**src/rtl/cola_vend_ctrl.sv**
```systemverilog
// cola_vend_ctrl: transaction controller in front of the cola dispenser.
// Collects 0.5/1.0 coin pulses as half-unit credit, requests a dispense via a
// req/ack handshake once the price is reached, then pays change back one
// half-unit pulse every other cycle. A cancel in COLLECT refunds everything.
// Optional feature: define REFUND_TIMEOUT_EN to build the idle auto-refund
// timer (TIMEOUT_CYC idle cycles in COLLECT trigger a full refund).
module cola_vend_ctrl #(
    parameter int PRICE      = 5,
    parameter int MAX_CREDIT = 15
`ifdef REFUND_TIMEOUT_EN
    ,
    parameter int TIMEOUT_CYC = 1000
`endif
) (
    input  logic       sys_clk,
    input  logic       sys_rst,
    input  logic       pi_half,
    input  logic       pi_one,
    input  logic       pi_cancel,
    input  logic       pi_disp_ack,
    output logic       po_disp_req,
    output logic       po_change,
    output logic       po_coin_reject,
    output logic [3:0] po_credit,
    output logic       po_busy
);

    // One-hot state encoding
    localparam logic [3:0] S_IDLE    = 4'b0001;
    localparam logic [3:0] S_COLLECT = 4'b0010;
    localparam logic [3:0] S_VEND    = 4'b0100;
    localparam logic [3:0] S_PAYOUT  = 4'b1000;

    // Price and ceiling at the widths they are compared against
    localparam logic [4:0] PRICE_W = 5'(PRICE);
    localparam logic [3:0] PRICE_C = 4'(PRICE);
    localparam logic [4:0] MAX_W   = 5'(MAX_CREDIT);

    logic [3:0] state_q, state_d;
    logic [3:0] credit_q, credit_d;
    logic       change_q, change_d;
    logic       reject_q, reject_d;

    logic       coinAny;
    logic       coinFits;
    logic       coinAccepted;
    logic       timeoutHit;
    logic [4:0] coinAdd;
    logic [4:0] coinSum;

    // Coin value and the 5-bit tentative credit, so overflow past the ceiling is visible
    always_comb begin
        coinAny  = pi_half | pi_one;
        coinAdd  = {4'b0000, pi_half} + {3'b000, pi_one, 1'b0};
        coinSum  = {1'b0, credit_q} + coinAdd;
        coinFits = (coinSum <= MAX_W);
    end

`ifdef REFUND_TIMEOUT_EN
    localparam int TW = (TIMEOUT_CYC > 2) ? $clog2(TIMEOUT_CYC) : 1;
    localparam logic [TW-1:0] TIMER_LAST = TW'(TIMEOUT_CYC - 1);

    logic [TW-1:0] timer_q, timer_d;

    // Timeout fires on the cycle the idle counter sits at its last value in COLLECT
    always_comb begin
        timeoutHit = (state_q == S_COLLECT) && (timer_q == TIMER_LAST);
    end

    // Count idle COLLECT cycles; any accepted coin or leaving COLLECT restarts the count
    always_comb begin
        if ((state_q == S_COLLECT) && (state_d == S_COLLECT) && !coinAccepted) begin
            timer_d = timer_q + 1'b1;
        end else begin
            timer_d = '0;
        end
    end

    // Idle timer register
    always_ff @(posedge sys_clk or negedge sys_rst) begin
        if (!sys_rst) begin
            timer_q <= '0;
        end else begin
            timer_q <= timer_d;
        end
    end
`else
    // Without the refund timer, COLLECT waits indefinitely for a coin or cancel
    always_comb begin
        timeoutHit = 1'b0;
    end
`endif

    // Next-state, credit and output pulse decisions
    always_comb begin
        state_d      = state_q;
        credit_d     = credit_q;
        change_d     = 1'b0;
        reject_d     = 1'b0;
        coinAccepted = 1'b0;
        case (state_q)
            S_IDLE, S_COLLECT: begin
                if ((state_q == S_COLLECT) && pi_cancel) begin
                    // Cancel wins over any coin in the same cycle; first change pulse next cycle
                    state_d  = S_PAYOUT;
                    change_d = 1'b1;
                    reject_d = coinAny;
                end else begin
                    if (coinAny) begin
                        if (coinFits) begin
                            coinAccepted = 1'b1;
                            credit_d     = coinSum[3:0];
                            state_d      = (coinSum >= PRICE_W) ? S_VEND : S_COLLECT;
                        end else begin
                            reject_d = 1'b1;
                        end
                    end
                    if (!coinAccepted && timeoutHit) begin
                        state_d  = S_PAYOUT;
                        change_d = 1'b1;
                    end
                end
            end
            S_VEND: begin
                reject_d = coinAny;
                if (pi_disp_ack) begin
                    credit_d = credit_q - PRICE_C;
                    if (credit_q == PRICE_C) begin
                        state_d = S_IDLE;
                    end else begin
                        state_d  = S_PAYOUT;
                        change_d = 1'b1;
                    end
                end
            end
            S_PAYOUT: begin
                reject_d = coinAny;
                if (change_q) begin
                    // The pulse being shown now pays out one half-unit
                    credit_d = credit_q - 4'd1;
                    if (credit_q <= 4'd1) begin
                        state_d = S_IDLE;
                    end
                end else begin
                    change_d = 1'b1;
                end
            end
            default: begin
                state_d  = S_IDLE;
                credit_d = '0;
            end
        endcase
    end

    // State, credit and registered output pulses
    always_ff @(posedge sys_clk or negedge sys_rst) begin
        if (!sys_rst) begin
            state_q  <= S_IDLE;
            credit_q <= '0;
            change_q <= 1'b0;
            reject_q <= 1'b0;
        end else begin
            state_q  <= state_d;
            credit_q <= credit_d;
            change_q <= change_d;
            reject_q <= reject_d;
        end
    end

    assign po_credit      = credit_q;
    assign po_change      = change_q;
    assign po_coin_reject = reject_q;
    assign po_disp_req    = (state_q == S_VEND);
    assign po_busy        = (state_q == S_VEND) || (state_q == S_PAYOUT);

endmodule

```
**config.mk**
```make
export PLATFORM = sky130hd
export DESIGN_NAME = cola_vend_ctrl
export DESIGN_NICKNAME = d
export VERILOG_FILES = /design/src/rtl/cola_vend_ctrl.sv
export SDC_FILE = /design/constraint.sdc
export NUM_CORES = 1
export LEC_CHECK = 0
export BUFFER_PORTS_ARGS = -buffer_cell sky130_fd_sc_hd__buf_2
export CAP_MARGIN = 20
export CORE_AREA = 2 2 43 45
export DETAILED_ROUTE_END_ITERATION = 8
export DIE_AREA = 0 0 45 47
export PLACE_DENSITY = 0.73
export SLEW_MARGIN = 40
export SYNTH_ARGS = -nofsm -noshare
export SYNTH_HDL_FRONTEND = slang
export SYNTH_SLANG_ARGS = --single-unit
```
**constraint.sdc**
```tcl
create_clock -name sys_clk -period 6.7 [get_ports sys_clk]
set_input_delay 0.67 -clock sys_clk [delete_from_list [all_inputs] [get_ports sys_clk]]
set_output_delay 0.67 -clock sys_clk [all_outputs]
set_load 0.02 [all_outputs]
```
After elaboration in Yosys (flattened, before gate mapping)
Index checks and enable logic that the tools add are counted.
{"block": "word_totals", "reg_bits": 10, "out_inout_bits": 8, "wordCells": 55}
{"block": "op_classes", "add_sub_neg": 4, "n_lt_le_gt_ge": 3, "n_eq_ne": 13, "mux": 24, "bitwise": 1, "n_reduce_logical": 6}
{"op": "4-bit 2-to-1 mux", "n": 12}
{"op": "4-bit one-hot mux with 3 select lines", "n": 2}
{"op": "2-bit != test (second input constant)", "n": 6}
{"op": "5-bit AND reduction", "n": 2}
{"op": "4-bit by 3-bit == test with 1-bit output (second input constant)", "n": 2}
{"op": "1-bit 2-to-1 mux", "n": 7}
{"op": "3-bit != test (second input constant)", "n": 2}
{"op": "4-bit by 3-bit adder with 5-bit output", "n": 1}
{"op": "5-bit by 3-bit greater-or-equal comparator with 1-bit output (second input constant)", "n": 1}
{"op": "5-bit by 4-bit <= comparator with 1-bit output (second input constant)", "n": 1}
{"op": "4-bit by 1-bit == test with 1-bit output (second input constant)", "n": 1}
{"op": "4-bit by 2-bit == test with 1-bit output (second input constant)", "n": 1}
{"op": "4-bit == test (second input constant)", "n": 1}
{"op": "4-bit by 1-bit <= comparator with 1-bit output (second input constant)", "n": 1}
{"op": "2-bit OR reduction", "n": 2}
{"op": "4-bit by 1-bit subtractor with 4-bit output (second input constant)", "n": 1}
{"op": "4-bit by 3-bit subtractor with 4-bit output (second input constant)", "n": 1}
{"op": "1-bit by 2-bit adder with 3-bit output", "n": 1}
{"op": "3-bit 2-to-1 mux", "n": 1}
{"op": "1-bit one-hot mux with 3 select lines", "n": 1}
{"op": "1-bit one-hot mux with 2 select lines", "n": 1}
{"op": "1-bit logical AND", "n": 1}
{"op": "1-bit logical OR", "n": 1}
{"op": "1-bit OR", "n": 1}

Logic depth before layout (Yosys ltp)
Gate-level depths: netlist (run 1).
{"block": "depth", "ltp_word": 8, "ltp_mapped": 7}

Worst setup path before layout (run 1)
OpenSTA, ideal clock, no wires.
{"block": "synth_timing", "kind": "input -> register", "from": "input pi_half", "to": "register credit_q[3], in the netlist po_credit[3]", "t_arrival_ps": 2381, "required_ps": 6567, "slack_ps": 4187, "cell_stages": 7, "n_path_buf": 0, "cell_sequence": "ha_1 -> fa_1 -> and3_4 -> a211o_1 -> a21o_4 -> a2111oi_4 -> a211oi_1"}
{"block": "synth_between", "elab_chain_cells": 6, "elab_cells_between_ends": 11, "cone_classes": "add/sub: 2; order compare: 1; eq/ne: 2; mux: 4; bitwise: 1; reduce/logical: 1"}
{"item": "start: declaration", "line_no": "17", "text": "input logic pi_half,"}
{"item": "branches (longest 6 deep; another with 4-bit by 3-bit adder with 5-bit output)"}
{"item": "end signal: assignment", "line_no": "164", "text": "credit_q <= credit_d;"}
{"item": "end: declaration", "line_no": "40", "text": "logic [3:0] credit_q, credit_d;"}
Parallel ways; which one is timed is not known. The select of a mux whose other input is x is not followed.
A chain may end at the register's enable or synchronous reset.

Final worst setup path (run 1)
Same ends and word-level chain as after synthesis.

==> impl_metrics.toml, run 1 <==
[status]
status = "complete, no violations"

[detailed_routing]
viasPerCell = 6.20
drt-initial-drc-count = 18
ant_nets = 0
drc_errors = 0
num_vias = 775
wire_per_inst_um = 14.7
first_pass_iters = 4
drt_wl_total_mm = 1.84

[global_routing]
antenna_found_initial = 0
grt_pass1_vias = 700
grt-ovfl-total = 0
grt_max_degree = 12
track_usage = 0.199
grt_pass1_wl_mm = 2.99

[final_layout]
final_cell_mix = "buf_2, nor2_1, dfrtp_1"
final_layout_size_suffix_gt1_frac = 0.231
final_nets = 120
n_antenna_cell = 0
layout_commonest_cell = "buf_2"
fillers = 150
area_delta_synth_final_pct = 11.7
post-route-util = 0.558

[clocking]
numCtsBuffers = 3
cts_setup_buffers = 0
hold_buffers = 0
cts.sinks = 10
cts.root.buffer_cell = "clkbuf_4"
htreeDepth = 1
cts.clk_slew.worst_paths_ns = 0.07
clk_latency_ns = 0.27
cts_tree = "yes"
cts.path.max_buffers = 2
cts_resized = 0

[timing]
worst_slack_ns = 4.24
worstMarginPinSlew_ns = 0.455
maxSlewHeadroom = 0.695
rsz0062_at_grt = "no"
clock_skew_ns = 0.0113
drv_slew = 0
setup_viol = 0
finalSetupTns_ns = 0
post-route-min-period_ns = 2.46
clock.fmax_ghz = 0.407
finalHoldViolCount = 0
period_share = 0.367

[yosys]
synth-seq-cells = 10
synth_nets = 104
syn_inst = 93
synth_async_sr_flop_share = 1.00
ys.flop_type = "dfrtp_1"
ys_seq_area_frac = 0.305
syn_area_sq_um = 825
synth-edff-count = 0
syn_area_per_cell_sq_um = 8.87
ys_types = 40
ys_warn_count = 0

[power_and_ir_drop]
p_leak_nw = 0.446
power_per_cell_area_mw_per_mm2 = 466
ir_worst_vdd_mv = 0.211

[setup_path]
cp-start-kind = "primary input"
end_kind = "flip-flop"
slowest_stage = "fa_1"
worstPathArrival_ns = 2.61
cpPeakStageDelay_ns = 0.45
cp_max_fo = 8
worst-setup-path-type = "in2reg"
crit_required_ns = 6.85
path_cells = "buf_2, ha_1, fa_1, and3_4, a211o_1, a21o_4, a2111oi_4, a211oi_1"

[placement]
gp_congestion = 0.863
place_ws_ns = 3.97
hpwl_mm = 1.42
port_buffers = 13

[min_path]
holdCritPathClass = "in2async"

[floorplan]
coreArea_sq_mm = 0.00165
die-area_sq_mm = 0.00212
die-height_um = 47
initial_utilization = 0.499
ioPinCount = 14
row_count = 15
fp.dieW_um = 45

[flow_run]
cap_violations = 0
[sequential cells by signal, summed over array words and instances (netlist names)]
name	cells
po_change	1
po_credit	4
state_q	4
po_coin_reject	1
[synth_stat cells, drive strengths merged, types with 3 or more instances]
cell,number,area share
a21o,3,0.036
a21oi,6,0.036
dfrtp,9,0.27
ha,4,0.061
inv,8,0.036
nand2,4,0.018
nand3,3,0.018
nor2,12,0.055
nor2b,4,0.030
o21ai,7,0.047
[final timing paths]
path | startpoint | to | slack [ns] | depth (start not counted)
max reg2reg | po_credit[0] | po_credit[3] | 4.28 | 7
min reg2reg | state_q[1] | state_q[1] | 0.58 | 1
min | sys_rst | po_credit[2] | 0.25 | 1
max in group asynchronous | sys_rst | state_q[0] | 6.18 | 1
max | pi_half | po_credit[3] | 4.24 | 8
min in group sys_clk | state_q[1] | state_q[1] | 0.58 | 1
[through the flow]
step	instances	hold WS (ns)	power, W	instance area (sq um)
floorplan	93	0.374	0.000327	825
global route	125	0.268	0.000463	921
detailed placement	121	0.553	0.000383	895
finish	125	0.247	0.000429	921
global placement	121	0.546	0.000378	895
CTS	125	0.251	0.000430	921
[logic make-up (layout without fill, tap and decap cells)]
family                     Yosys count  in the layout  synth area share
AOI/OAI and AO/OA                   32             32             0.297
and+or+nand+nor                     31             31             0.196
DFF                                 10             10             0.305
buffers and inverters               10             25            0.0561
adders and majority gates            5              5            0.0850
muxes                                3              3            0.0395
xor gates and xnor gates             2              2            0.0212
[critical path, delay by kind of cell]
kind / cells / cell delay, ns
compound gates: 4 / 0.95
fa+ha+maj: 2 / 0.66
simple gates: 1 / 0.22
buf+inv: 1 / 0.11
[routing by layer]
| layer | global-route usage | vias up | wire [um] |
|---|---|---|---|
| met5 | 0 | - | 0 |
| met4 | 0.112 | 0 | 42 |
| met3 | 0.0115 | 6 | 84 |
| met2 | 0.309 | 25 | 823 |
| met1 | 0.277 | 378 | 890 |
| li1 | - | 366 | - |
[report_power, final]
group / leakage, nW / total, W / switching [W] / internal (W)
sequential: 0.130 / 0.000118 / 0.0000317 / 0.0000864
combinational: 0.302 / 0.000266 / 0.000152 / 0.000114
clock: 0.0150 / 0.0000450 / 0.0000220 / 0.0000230
[cell type report]
| cell class | instances | area (sq um) | area share |
|---|---|---|---|
| clock buffer | 4 | 26.3 | 0.0285 |
| inverter | 8 | 30.0 | 0.0326 |
| multi-input combinational | 73 | 527 | 0.572 |
| sequential | 10 | 251 | 0.273 |
| tap | 17 | 21.3 | 0.0231 |
| timing repair buffer | 13 | 65.1 | 0.0707 |
(Power assumes the default switching activity.)
==> inputs of run 2 (changes only) <==
--- a/config.mk
+++ b/config.mk
@@ -5,12 +5,13 @@
 export SDC_FILE = /design/constraint.sdc
 export NUM_CORES = 1
 export LEC_CHECK = 0
+export ABC_AREA = 1
 export BUFFER_PORTS_ARGS = -buffer_cell sky130_fd_sc_hd__buf_2
 export CAP_MARGIN = 20
-export CORE_AREA = 2 2 43 45
+export CORE_AREA = 2 2 46 48
 export DETAILED_ROUTE_END_ITERATION = 8
-export DIE_AREA = 0 0 45 47
-export PLACE_DENSITY = 0.73
+export DIE_AREA = 0 0 48 50
+export PLACE_DENSITY = 0.72
 export SLEW_MARGIN = 40
 export SYNTH_ARGS = -nofsm -noshare
 export SYNTH_HDL_FRONTEND = slang
==> constraint.sdc (replaced) <==
create_clock -name sys_clk -period 2.25 [get_ports sys_clk]
set_input_delay 0.225 -clock sys_clk [delete_from_list [all_inputs] [get_ports sys_clk]]
set_output_delay 0.225 -clock sys_clk [all_outputs]
set_load 0.02 [all_outputs]
==> run 2 against run 1 <==
Via count is 25% higher; first-iteration DRC count grew to 2.6 times the previous value; final cell count is 53% higher; area after synthesis is 10% higher; combinational power grew to 3.3 times the previous value; register-to-register slack worse by 3.8 ns; sequential power grew to 3.0 times the previous value; global-route usage is 0.21 points lower; critical path type is now reg2reg; critical endpoint is now po_credit[2]; largest power group unchanged.
==> impl_metrics.toml, run 2 <==
[timing]
drv_slew = 0
rsz0062_at_grt = "no"
worst_slack_ns = 0.433
period_share = 0.808
clock_skew_ns = 0.00963
finalSetupTns_ns = 0
clock.fmax_ghz = 0.550
finalHoldViolCount = 0
worstMarginPinSlew_ns = 0.469
maxSlewHeadroom = 0.687
hold_ws_ns = 0.210
setup_viol = 0
post-route-min-period_ns = 1.82

[floorplan]
die-height_um = 50
row_count = 16
initial_utilization = 0.478
coreArea_sq_mm = 0.00190
fp.dieW_um = 48
die-area_sq_mm = 0.00240
ioPinCount = 14

[global_routing]
grt-ovfl-total = 0
track_usage = 0.197
grt_pass1_wl_mm = 3.46
antenna_found_initial = 0
grt_pass1_vias = 790
grt_max_degree = 16

[clocking]
numCtsBuffers = 3
cts_setup_buffers = 0
cts.clk_slew.worst_paths_ns = 0.07
cts.root.buffer_cell = "clkbuf_4"
htreeDepth = 1
cts_resized = 0
cts.path.max_buffers = 2
cts_tree = "yes"
cts.sinks = 10
clk_latency_ns = 0.28

[setup_path]
cp-start-kind = "flip-flop"
r2r_slack_ns = 0.43
crit_required_ns = 2.41
end_kind = "flip-flop"
rr_worst_depth = 8
worst-setup-path-type = "reg2reg"
cp_max_fo = 5
worstPathArrival_ns = 1.98

[placement]
gp_congestion = 0.884
port_buffers = 13
place_ws_ns = 0.439
hpwl_mm = 1.67

[yosys]
synth_async_sr_flop_share = 1.00
synth-edff-count = 0
yosysTopAreaCellShare = 0.248
synth_top_area_cell = "dfrtp_1"
synth_most_common_cell = "nand2_1"
syn_area_per_cell_sq_um = 6.14
syn_inst = 148
ys_types = 21
ys_warn_count = 0
synth-seq-cells = 10
synth_area_leaders = "dfrtp_1, nand2_1, nand3_1"
synth_nets = 159
ys.flop_type = "dfrtp_1"
syn_area_sq_um = 908
synthTopCellsByCount = "nand2_1, nand3_1, inv_1"
ys_seq_area_frac = 0.277

[detailed_routing]
num_vias = 969
drc_errors = 0
drt-initial-drc-count = 46
drt_wl_total_mm = 2.18
first_pass_iters = 4
wire_per_inst_um = 11.4
viasPerCell = 5.07
ant_nets = 0

[final_layout]
area_delta_synth_final_pct = 14.6
final_layout_size_suffix_gt1_frac = 0.171
final_nets = 176
fillers = 187
layout_commonest_cell = "nand2_1"
final_cell_mix = "nand2_1, nand3_1, inv_1"
n_antenna_cell = 0

[power_and_ir_drop]
p_leak_nw = 0.624
ir_worst_vdd_mv = 0.676
power_per_cell_area_mw_per_mm2 = 1340
comb_power_share = 0.625
p_switching_w = 0.000738
p_total_w = 0.00139
power_frac_seq = 0.254
swShare = 0.530
internal-power_w = 0.000655
clockPowerShare = 0.122

[flow_run]
cap_violations = 0

[status]
status = "complete, no violations"

[min_path]
holdCritPathClass = "in2reg"
min_delay_path_depth = 3
-- run 2: cells by family after synthesis --
logic type               synth area share
adder cells (fa/ha/maj)            0.0771
buffers and inverters               0.101
XOR/XNOR                          0.00964
AND/OR/NAND/NOR                     0.500
AO/OA/AOI/OAI                      0.0358
flip-flops                          0.277
-- run 2: stage by stage --
stage	cell area, sq um	util	instances
after floorplan	908	-	148
after global placement	995	0.523	186
after detailed placement	995	0.523	186
after CTS	1040	0.547	191
after global routing	1040	0.547	191
final	1040	0.547	191
-- run 2: power by group through the flow --
stage	logic, W	clock network, W	registers (W)
floorplan	0.000647	0	0.000367
global placement	0.000848	0	0.000349
detailed placement	0.000855	0	0.000354
CTS	0.000864	0.000171	0.000352
global route	0.000990	0.000183	0.000365
finish	0.000870	0.000169	0.000353
-- run 2: metal layers --
layer  vias up  GRT usage  share of wire
met5         -          0              0
met4         0     0.0270         0.0078
met3         5     0.0440          0.072
met2        43      0.307           0.46
met1       420      0.279           0.46
li1        501          -              -
-- run 2: layout make-up --
cell class                      count  area [sq um]  area share
Multi-Input combinational cell    115           566       0.543
Sequential cell                    10           251       0.242
Inverter                           21          78.8      0.0757
Timing Repair Buffer               14          75.1      0.0721
Clock buffer                        4          36.3      0.0349
Tap cell                           27          33.8      0.0325
-- run 2: what timing repair did --
action | in CTS | in global routing
endpoints found under the hold margin | 9 | 0
hold buffers | 1 | 0
setup endpoints to repair | 0 | 0
-- run 2: critical path, cell delays in order, from the launching register on --
cell,delay (ns)
dfrtp_1,0.43
ha_1,0.24
fa_1,0.42
nand3_1,0.14
inv_1,0.08
o21ai_2,0.19
nand2_2,0.10
nand2_1,0.06
nand2_1,0.05
-- run 2: path summary, 6_finish.rpt --
check	startpoint	to
max	po_credit[0]	po_credit[2]
max in group asynchronous	sys_rst	state_q[0]
min in group asynchronous	sys_rst	state_q[1]
max reg2reg	po_credit[0]	po_credit[2]
min	pi_disp_ack	po_change
min reg2reg	state_q[0]	state_q[0]
